<file path="src/rtl/wb_bus_timeout.sv">
// wb_bus_timeout
//   Wishbone bus watchdog that sits between the master-side bus mux and the
//   target slave/decoder. In normal operation every signal passes straight
//   through with no added latency. If a beat stays unterminated for TIMEOUT
//   cycles, the block spends one cycle in ABORT. In that cycle it drops
//   cyc/stb toward the slave and returns a single-cycle err to the master.
//   A dead slave therefore cannot hang the bus or the arbiter.
//
// Ports
//   clk_i, rst_ni        clock, synchronous active-low reset
//   m_*_i / m_*_o        master-side (mux) request inputs and response outputs
//   s_*_o / s_*_i        slave-side request outputs and response inputs
//   timeout_o            one-cycle pulse during the abort cycle
//   timeout_adr_o        address of the most recent timed-out beat
//   timeout_cnt_o        saturating count of timeouts
//   clr_i                clears timeout_cnt_o (wins over a same-cycle increment)
//
// TIMEOUT = 0 disables the watchdog, so the block is a pure pass-through.
// CNT_WIDTH must satisfy 2**CNT_WIDTH > TIMEOUT.
module wb_bus_timeout #(
    parameter int DATA_WIDTH = 32,
    parameter int ADDR_WIDTH = 32,
    parameter int TIMEOUT    = 255,
    parameter int CNT_WIDTH  = 8,
    localparam int SEL_WIDTH = DATA_WIDTH / 8
) (
    input  logic                  clk_i,
    input  logic                  rst_ni,
    // master side (from / to the bus mux)
    input  logic [ADDR_WIDTH-1:0] m_adr_i,
    input  logic [DATA_WIDTH-1:0] m_dat_i,
    input  logic                  m_cyc_i,
    input  logic                  m_stb_i,
    input  logic [SEL_WIDTH-1:0]  m_sel_i,
    input  logic                  m_we_i,
    input  logic [2:0]            m_cti_i,
    input  logic [1:0]            m_bte_i,
    output logic [DATA_WIDTH-1:0] m_dat_o,
    output logic                  m_ack_o,
    output logic                  m_err_o,
    output logic                  m_rty_o,
    // slave side
    output logic [ADDR_WIDTH-1:0] s_adr_o,
    output logic [DATA_WIDTH-1:0] s_dat_o,
    output logic                  s_cyc_o,
    output logic                  s_stb_o,
    output logic [SEL_WIDTH-1:0]  s_sel_o,
    output logic                  s_we_o,
    output logic [2:0]            s_cti_o,
    output logic [1:0]            s_bte_o,
    input  logic [DATA_WIDTH-1:0] s_dat_i,
    input  logic                  s_ack_i,
    input  logic                  s_err_i,
    input  logic                  s_rty_i,
    // debug
    output logic                  timeout_o,
    output logic [ADDR_WIDTH-1:0] timeout_adr_o,
    output logic [7:0]            timeout_cnt_o,
    input  logic                  clr_i
);

    localparam bit WD_EN = (TIMEOUT != 0);
    localparam logic [CNT_WIDTH-1:0] TO_LAST =
        CNT_WIDTH'((TIMEOUT > 0) ? TIMEOUT - 1 : 0);

    typedef enum logic {
        RUN   = 1'b0,
        ABORT = 1'b1
    } state_t;

    state_t                state_q;
    state_t                state_d;
    logic [CNT_WIDTH-1:0]  wait_cnt_q;
    logic                  waiting;
    logic                  abort_hit;

    function automatic logic [7:0] sat_inc(input logic [7:0] v);
        return (v == 8'hFF) ? v : v + 8'd1;
    endfunction

    assign waiting = m_cyc_i & m_stb_i & ~(s_ack_i | s_err_i | s_rty_i);

    // A termination arriving on the last allowed cycle clears 'waiting',
    // so the slave wins the race against the watchdog.
    assign abort_hit = WD_EN && (state_q == RUN) && waiting && (wait_cnt_q == TO_LAST);

    // State register
    always_ff @(posedge clk_i) begin
        if (!rst_ni) begin
            state_q <= RUN;
        end else begin
            state_q <= state_d;
        end
    end

    // Next-state logic: ABORT lasts exactly one cycle
    always_comb begin
        state_d = state_q;
        unique case (state_q)
            RUN:     if (abort_hit) state_d = ABORT;
            ABORT:   state_d = RUN;
            default: state_d = RUN;
        endcase
    end

    // Per-beat wait counter. Any break in 'waiting' restarts the budget,
    // so every burst beat gets a fresh TIMEOUT.
    always_ff @(posedge clk_i) begin
        if (!rst_ni) begin
            wait_cnt_q <= '0;
        end else if (!WD_EN || (state_q == ABORT) || !waiting) begin
            wait_cnt_q <= '0;
        end else begin
            wait_cnt_q <= wait_cnt_q + CNT_WIDTH'(1);
        end
    end

    // Debug capture: failing address and saturating event count
    always_ff @(posedge clk_i) begin
        if (!rst_ni) begin
            timeout_adr_o <= '0;
            timeout_cnt_o <= '0;
        end else begin
            if (abort_hit) begin
                timeout_adr_o <= m_adr_i;
            end
            if (clr_i) begin
                timeout_cnt_o <= '0;
            end else if (abort_hit) begin
                timeout_cnt_o <= sat_inc(timeout_cnt_o);
            end
        end
    end

    // Output logic: pass-through, overridden while in reset or in ABORT
    always_comb begin
        s_adr_o   = m_adr_i;
        s_dat_o   = m_dat_i;
        s_sel_o   = m_sel_i;
        s_we_o    = m_we_i;
        s_cti_o   = m_cti_i;
        s_bte_o   = m_bte_i;
        s_cyc_o   = m_cyc_i;
        s_stb_o   = m_stb_i;
        m_dat_o   = s_dat_i;
        m_ack_o   = s_ack_i;
        m_err_o   = s_err_i;
        m_rty_o   = s_rty_i;
        timeout_o = 1'b0;
        if (!rst_ni) begin
            s_cyc_o = 1'b0;
            s_stb_o = 1'b0;
            m_ack_o = 1'b0;
            m_err_o = 1'b0;
            m_rty_o = 1'b0;
        end else if (state_q == ABORT) begin
            s_cyc_o   = 1'b0;
            s_stb_o   = 1'b0;
            m_ack_o   = 1'b0;
            m_rty_o   = 1'b0;
            m_err_o   = 1'b1;
            timeout_o = 1'b1;
        end
    end

endmodule

</file>
<file path="config.mk">
export PLATFORM = sky130hd
export DESIGN_NAME = wb_bus_timeout
export DESIGN_NICKNAME = d
export VERILOG_FILES = /design/src/rtl/wb_bus_timeout.sv
export SDC_FILE = /design/constraint.sdc
export NUM_CORES = 1
export LEC_CHECK = 0
export ABC_AREA = 1
export CAP_MARGIN = 20
export CORE_AREA = 2 2 104 106
export DETAILED_ROUTE_END_ITERATION = 16
export DIE_AREA = 0 0 106 108
export GPL_ROUTABILITY_DRIVEN = 0
export PLACE_DENSITY = 0.71
export SLEW_MARGIN = 20
export SYNTH_ARGS = -nofsm -noshare
export SYNTH_HDL_FRONTEND = slang
export SYNTH_SLANG_ARGS = --single-unit
</file>
<file path="constraint.sdc">
create_clock -name clk_i -period 3.99 [get_ports clk_i]
set_clock_uncertainty 0.15 [all_clocks]
set_input_delay 1.197 -clock clk_i [delete_from_list [all_inputs] [get_ports clk_i]]
set_output_delay 1.197 -clock clk_i [all_outputs]
set_load 0.005 [all_outputs]
</file>
# --- After elaboration in Yosys (flattened, before gate mapping) ---
# Cells that the tools add are included.
totals:
  register_bits: 49
op_classes:
  n_addsub: 2
  n_eq_ne: 2
  mux: 14
  bitwise: 8
  reduce_logical: 7
ops:
  columns: ["op", "count"]
  rows:
  - ["8-bit by 1-bit adder with 8-bit output (second input constant)", 2]
  - ["8-bit equality test (second input constant)", 2]
  - ["1-bit two-way mux", 13]
  - ["1-bit NOT", 4]
  - ["2-bit OR reduction", 2]
  - ["1-bit bitwise AND", 2]
  - ["1-bit logical AND", 2]
  - ["1-bit OR", 2]
  - ["1-bit one-hot mux with 2 select lines", 1]
  - ["2-bit AND reduction", 1]
  - ["1-bit zero test", 1]
  - ["1-bit logical OR", 1]

# --- Longest topological paths before layout ---
depth:
  ltp_word: 8
  depth_mapped: 10
  mapped_depth_nobuf: 10

# --- Least setup slack after synthesis ---
# OpenSTA, ideal clock, no wires.
synth_timing:
  path_kind: "input-to-output"
  from: "input rst_ni"
  to: "output m_ack_o"
  arrival_ns: 1.660
  required_ns: 2.643
  setup_slack_ns: 0.983
  path_stages: 3
  path_cell_list: "inv_1 > or2_2 > nor2_1"
synth_between:
  elab_chain_len: 1
synth_lines:
  columns: ["item", "line_no", "source"]
  rows:
  - ["start: declaration", "28", "input logic rst_ni,"]
  - ["1-bit two-way mux", "150", "if (!rst_ni) begin"]
  - ["end: declaration", "39", "output logic m_ack_o,"]
# No other way between the ends.

# --- Worst setup path after layout ---
layout_timing:
  from: "input rst_ni"
  to: "output s_cyc_o"
layout_between:
  elab_chain_len: 1
layout_lines:
  columns: ["item", "line_no", "source"]
  rows:
  - ["1-bit two-way mux", "150", null]
  - ["end: declaration", "45", "output logic s_cyc_o,"]
# No other way between the ends.

==> results.toml <==
[global_route]
grt_max_degree = 34
first_global_vias = 2271
grt_first_pass_wirelength_um = 11400
overflow = 0
antenna_found_initial = 0
track_usage_pct = 12.5

[run]
cap_viol_max_count = 0

[die]
rows = 37
die_area_um2 = 11400
die_w_um = 106
core-area_um2 = 10200
ios = 266
start_util_pct = 27.9
die_h_um = 108

[cells_and_area]
syn_to_final_growth_pct = 21.7
fin_nets = 521
drive_gt1_share_pct = 4.94
design_area_um2 = 3470
n_antenna_cell = 0

[synth]
syn_inst = 392
seq_area_frac_synth_pct = 34.4
synth-seq-cells = 49
avgSynthCellArea_um2 = 7.27
synth_cell_type_count = 24
syn-num-nets = 509
netlist_area_um2 = 2850
yosys_warnings = 0

[cts]
cts_tree = "built"
clockRootBuffer = "clkbuf_8"
htree_num_levels = 2
clock_latency_ns = 0.30
cts_buffers = 5
cts_buffer_depth = 2
ctsHoldBuffers = 0
cts_num_sinks = 49
clkTransAtPathRegs_ns = 0.09

[critical_path]
crit_chain = "dlygate4sd2_1 -> inv_1 -> or2_2 -> nor2_1 -> clkdlybuf4s50_1"
worstSetupPathType = "input pin to primary output"
worstPathMaxFanout = 5
start_kind = "input pin"
max_stage_delay_ns = 0.51
arrival_ns = 2.44
crit_path_end_kind = "primary output"
cp_data_required_time_ns = 2.64
path_buf_inv = 3
critical_path.slowest_cell = "clkdlybuf4s50_1"
cp_top_family = "buffers and inverters"

[timing]
layout_min_cycle_time_ns = 3.78
tns_ns = 0
fin_crit_sh_pct = 94.8
relSlewSlack_pct = 60.8
setup_viol = 0
fmax_mhz = 264
worst_pin_slew_ns = 0.587
drv_slew = 0
rsz0062_at_grt = "false"
final_hold_viol_count = 0

[route]
num_vias = 2312
firstDrtPassIters = 4
wl_um = 7530
post_drt_wl_per_cell_um = 13.9
drtAntennaViolNets = 0
drt_iter0_markers = 90
drc = 0
avgViaCountPerCell = 4.27

[placement]
dp_hpwl_um = 5980
port-buffer-count = 117
post_dp_cell_area_um2 = 3360

[power_and_ir_drop]
pwr_density_cell_nw_per_um2 = 277
irDropWorstVdd_uv = 219
p_leak_nw = 1.40

[status]
status = "finished, final reports clean"

[worst_hold_path]
hold_path_class = "flip-flop to flip-flop"
==> final timing paths <==
check	start	to	slack [ns]	cells after the start
min	wait_cnt_q[0]$_SDFF_PP0_	wait_cnt_q[0]$_SDFF_PP0_	0.32	1
max reg2reg	wait_cnt_q[0]$_SDFF_PP0_	timeout_adr_o[11]$_SDFFE_PN0P_	1.92	9
min reg2reg	wait_cnt_q[0]$_SDFF_PP0_	wait_cnt_q[0]$_SDFF_PP0_	0.32	1
max	rst_ni	s_cyc_o	0.21	5
==> layout by cell type (no fill, tap or decap) <==
cell	instances
clkdlybuf4s50_1	115
inv_1	25
o21ai_1	2
nor3_1	1
nand2_1	36
dfxtp_1	49
dlygate4sd2_1	2
ha_1	3
nand3_1	13
nor2_1	93
o21ai_0	32
buf_4	4
clkbuf_1	1
bufinv_16	1
xor2_1	3
a21oi_1	8
nand4_1	1
clkbuf_8	6
nor2_4	1
nor2_2	1
xnor2_1	1
nand2_2	3
nand3_2	2
inv_2	1
or2_2	1
==> worst reg2reg max path, cell delays in order (launching register included) <==
cell and delay, ns:
dfxtp_1 0.35, inv_1 0.06, ha_1 0.15, nand3_1 0.11, inv_1 0.09, nand2_2 0.06, nor2_4 0.35, inv_2 0.36
nor2_1 0.22, nor2_1 0.07
==> where the power goes <==
part	total [mW]	switching [mW]	internal, mW
logic	0.0996	0.0307	0.0688
clock network	0.373	0.169	0.205
registers	0.489	0.000107	0.489
total	0.962	0.200	0.762
==> per-layer routing <==
metal	vias to the layer above	wire, um	GRT usage, %
li1	1137	-	-
met5	-	0	0
met1	1041	2580	12.5
met4	0	190	5.17
met3	27	532	3.56
met2	107	4220	24.3
==> area by class of cell <==
| type | count | area (um2) |
|---|---|---|
| clock buffers | 7 | 86.3 |
| clock inverters | 1 | 30.0 |
| fillers | 1064 | 6760 |
| inverters | 26 | 97.6 |
| multi-input cells | 201 | 906 |
| flip-flops and latches | 49 | 981 |
| well taps | 136 | 170 |
| repair buffers | 121 | 1200 |
==> synth_stat cells <==
cell / instances / area [um2]
or2_2: 1 / 6.26
o21ai_0: 32 / 160
nand4_1: 1 / 6.26
nand2_1: 36 / 135
nand2_2: 3 / 18.8
nand3_2: 2 / 20.0
buf_4: 106 / 796
clkbuf_2: 3 / 15.0
clkbuf_1: 2 / 7.51
inv_2: 1 / 3.75
dfxtp_1: 49 / 981
inv_1: 25 / 93.8
nor3_1: 1 / 5.00
buf_6: 4 / 45.0
o21ai_1: 2 / 10.0
nor2_4: 1 / 11.3
nand3_1: 13 / 65.1
ha_1: 3 / 37.5
xnor2_1: 1 / 8.76
buf_1: 1 / 3.75
nor2_1: 93 / 349
xor2_1: 3 / 26.3
a21oi_1: 8 / 40.0
nor2_2: 1 / 6.26
==> through the flow <==
stage	util (%)	instances	power [mW]	hold slack (ns)	setup slack (ns)
after global routing	33.9	541	1.00	0.354	0.117
after floorplan	-	392	0.597	0.280	0.983
after detailed placement	32.8	533	0.601	0.306	-0.0647
after CTS	33.9	541	0.977	0.328	0.185
final	33.9	541	0.962	0.323	0.207
after global placement	32.8	533	0.601	0.291	-0.0554
==> timing repair <==
action | in CTS | in global routing
endpoints found under the setup margin | 4 | 0
setup buffers | 0 | 0
resized for setup | 2 | 0
==> flip-flops by register name, summed over array words and instances (netlist names) <==
name and count:
wait_cnt_q 8, timeout_cnt_o 8, timeout_adr_o 32, state_q 1
==> cell families (layout without fill, tap and decap cells) <==
group,count (synthesis),in the layout,synth area share [%]
AOI/OAI and AO/OA,42,42,7.37
DFF,49,49,34.4
and+or+nand+nor,152,152,21.9
adders and majority gates,3,3,1.32
xor gates and xnor gates,4,4,1.23
buffers and inverters,142,155,33.8
Power figures use the tool's default switching activity.
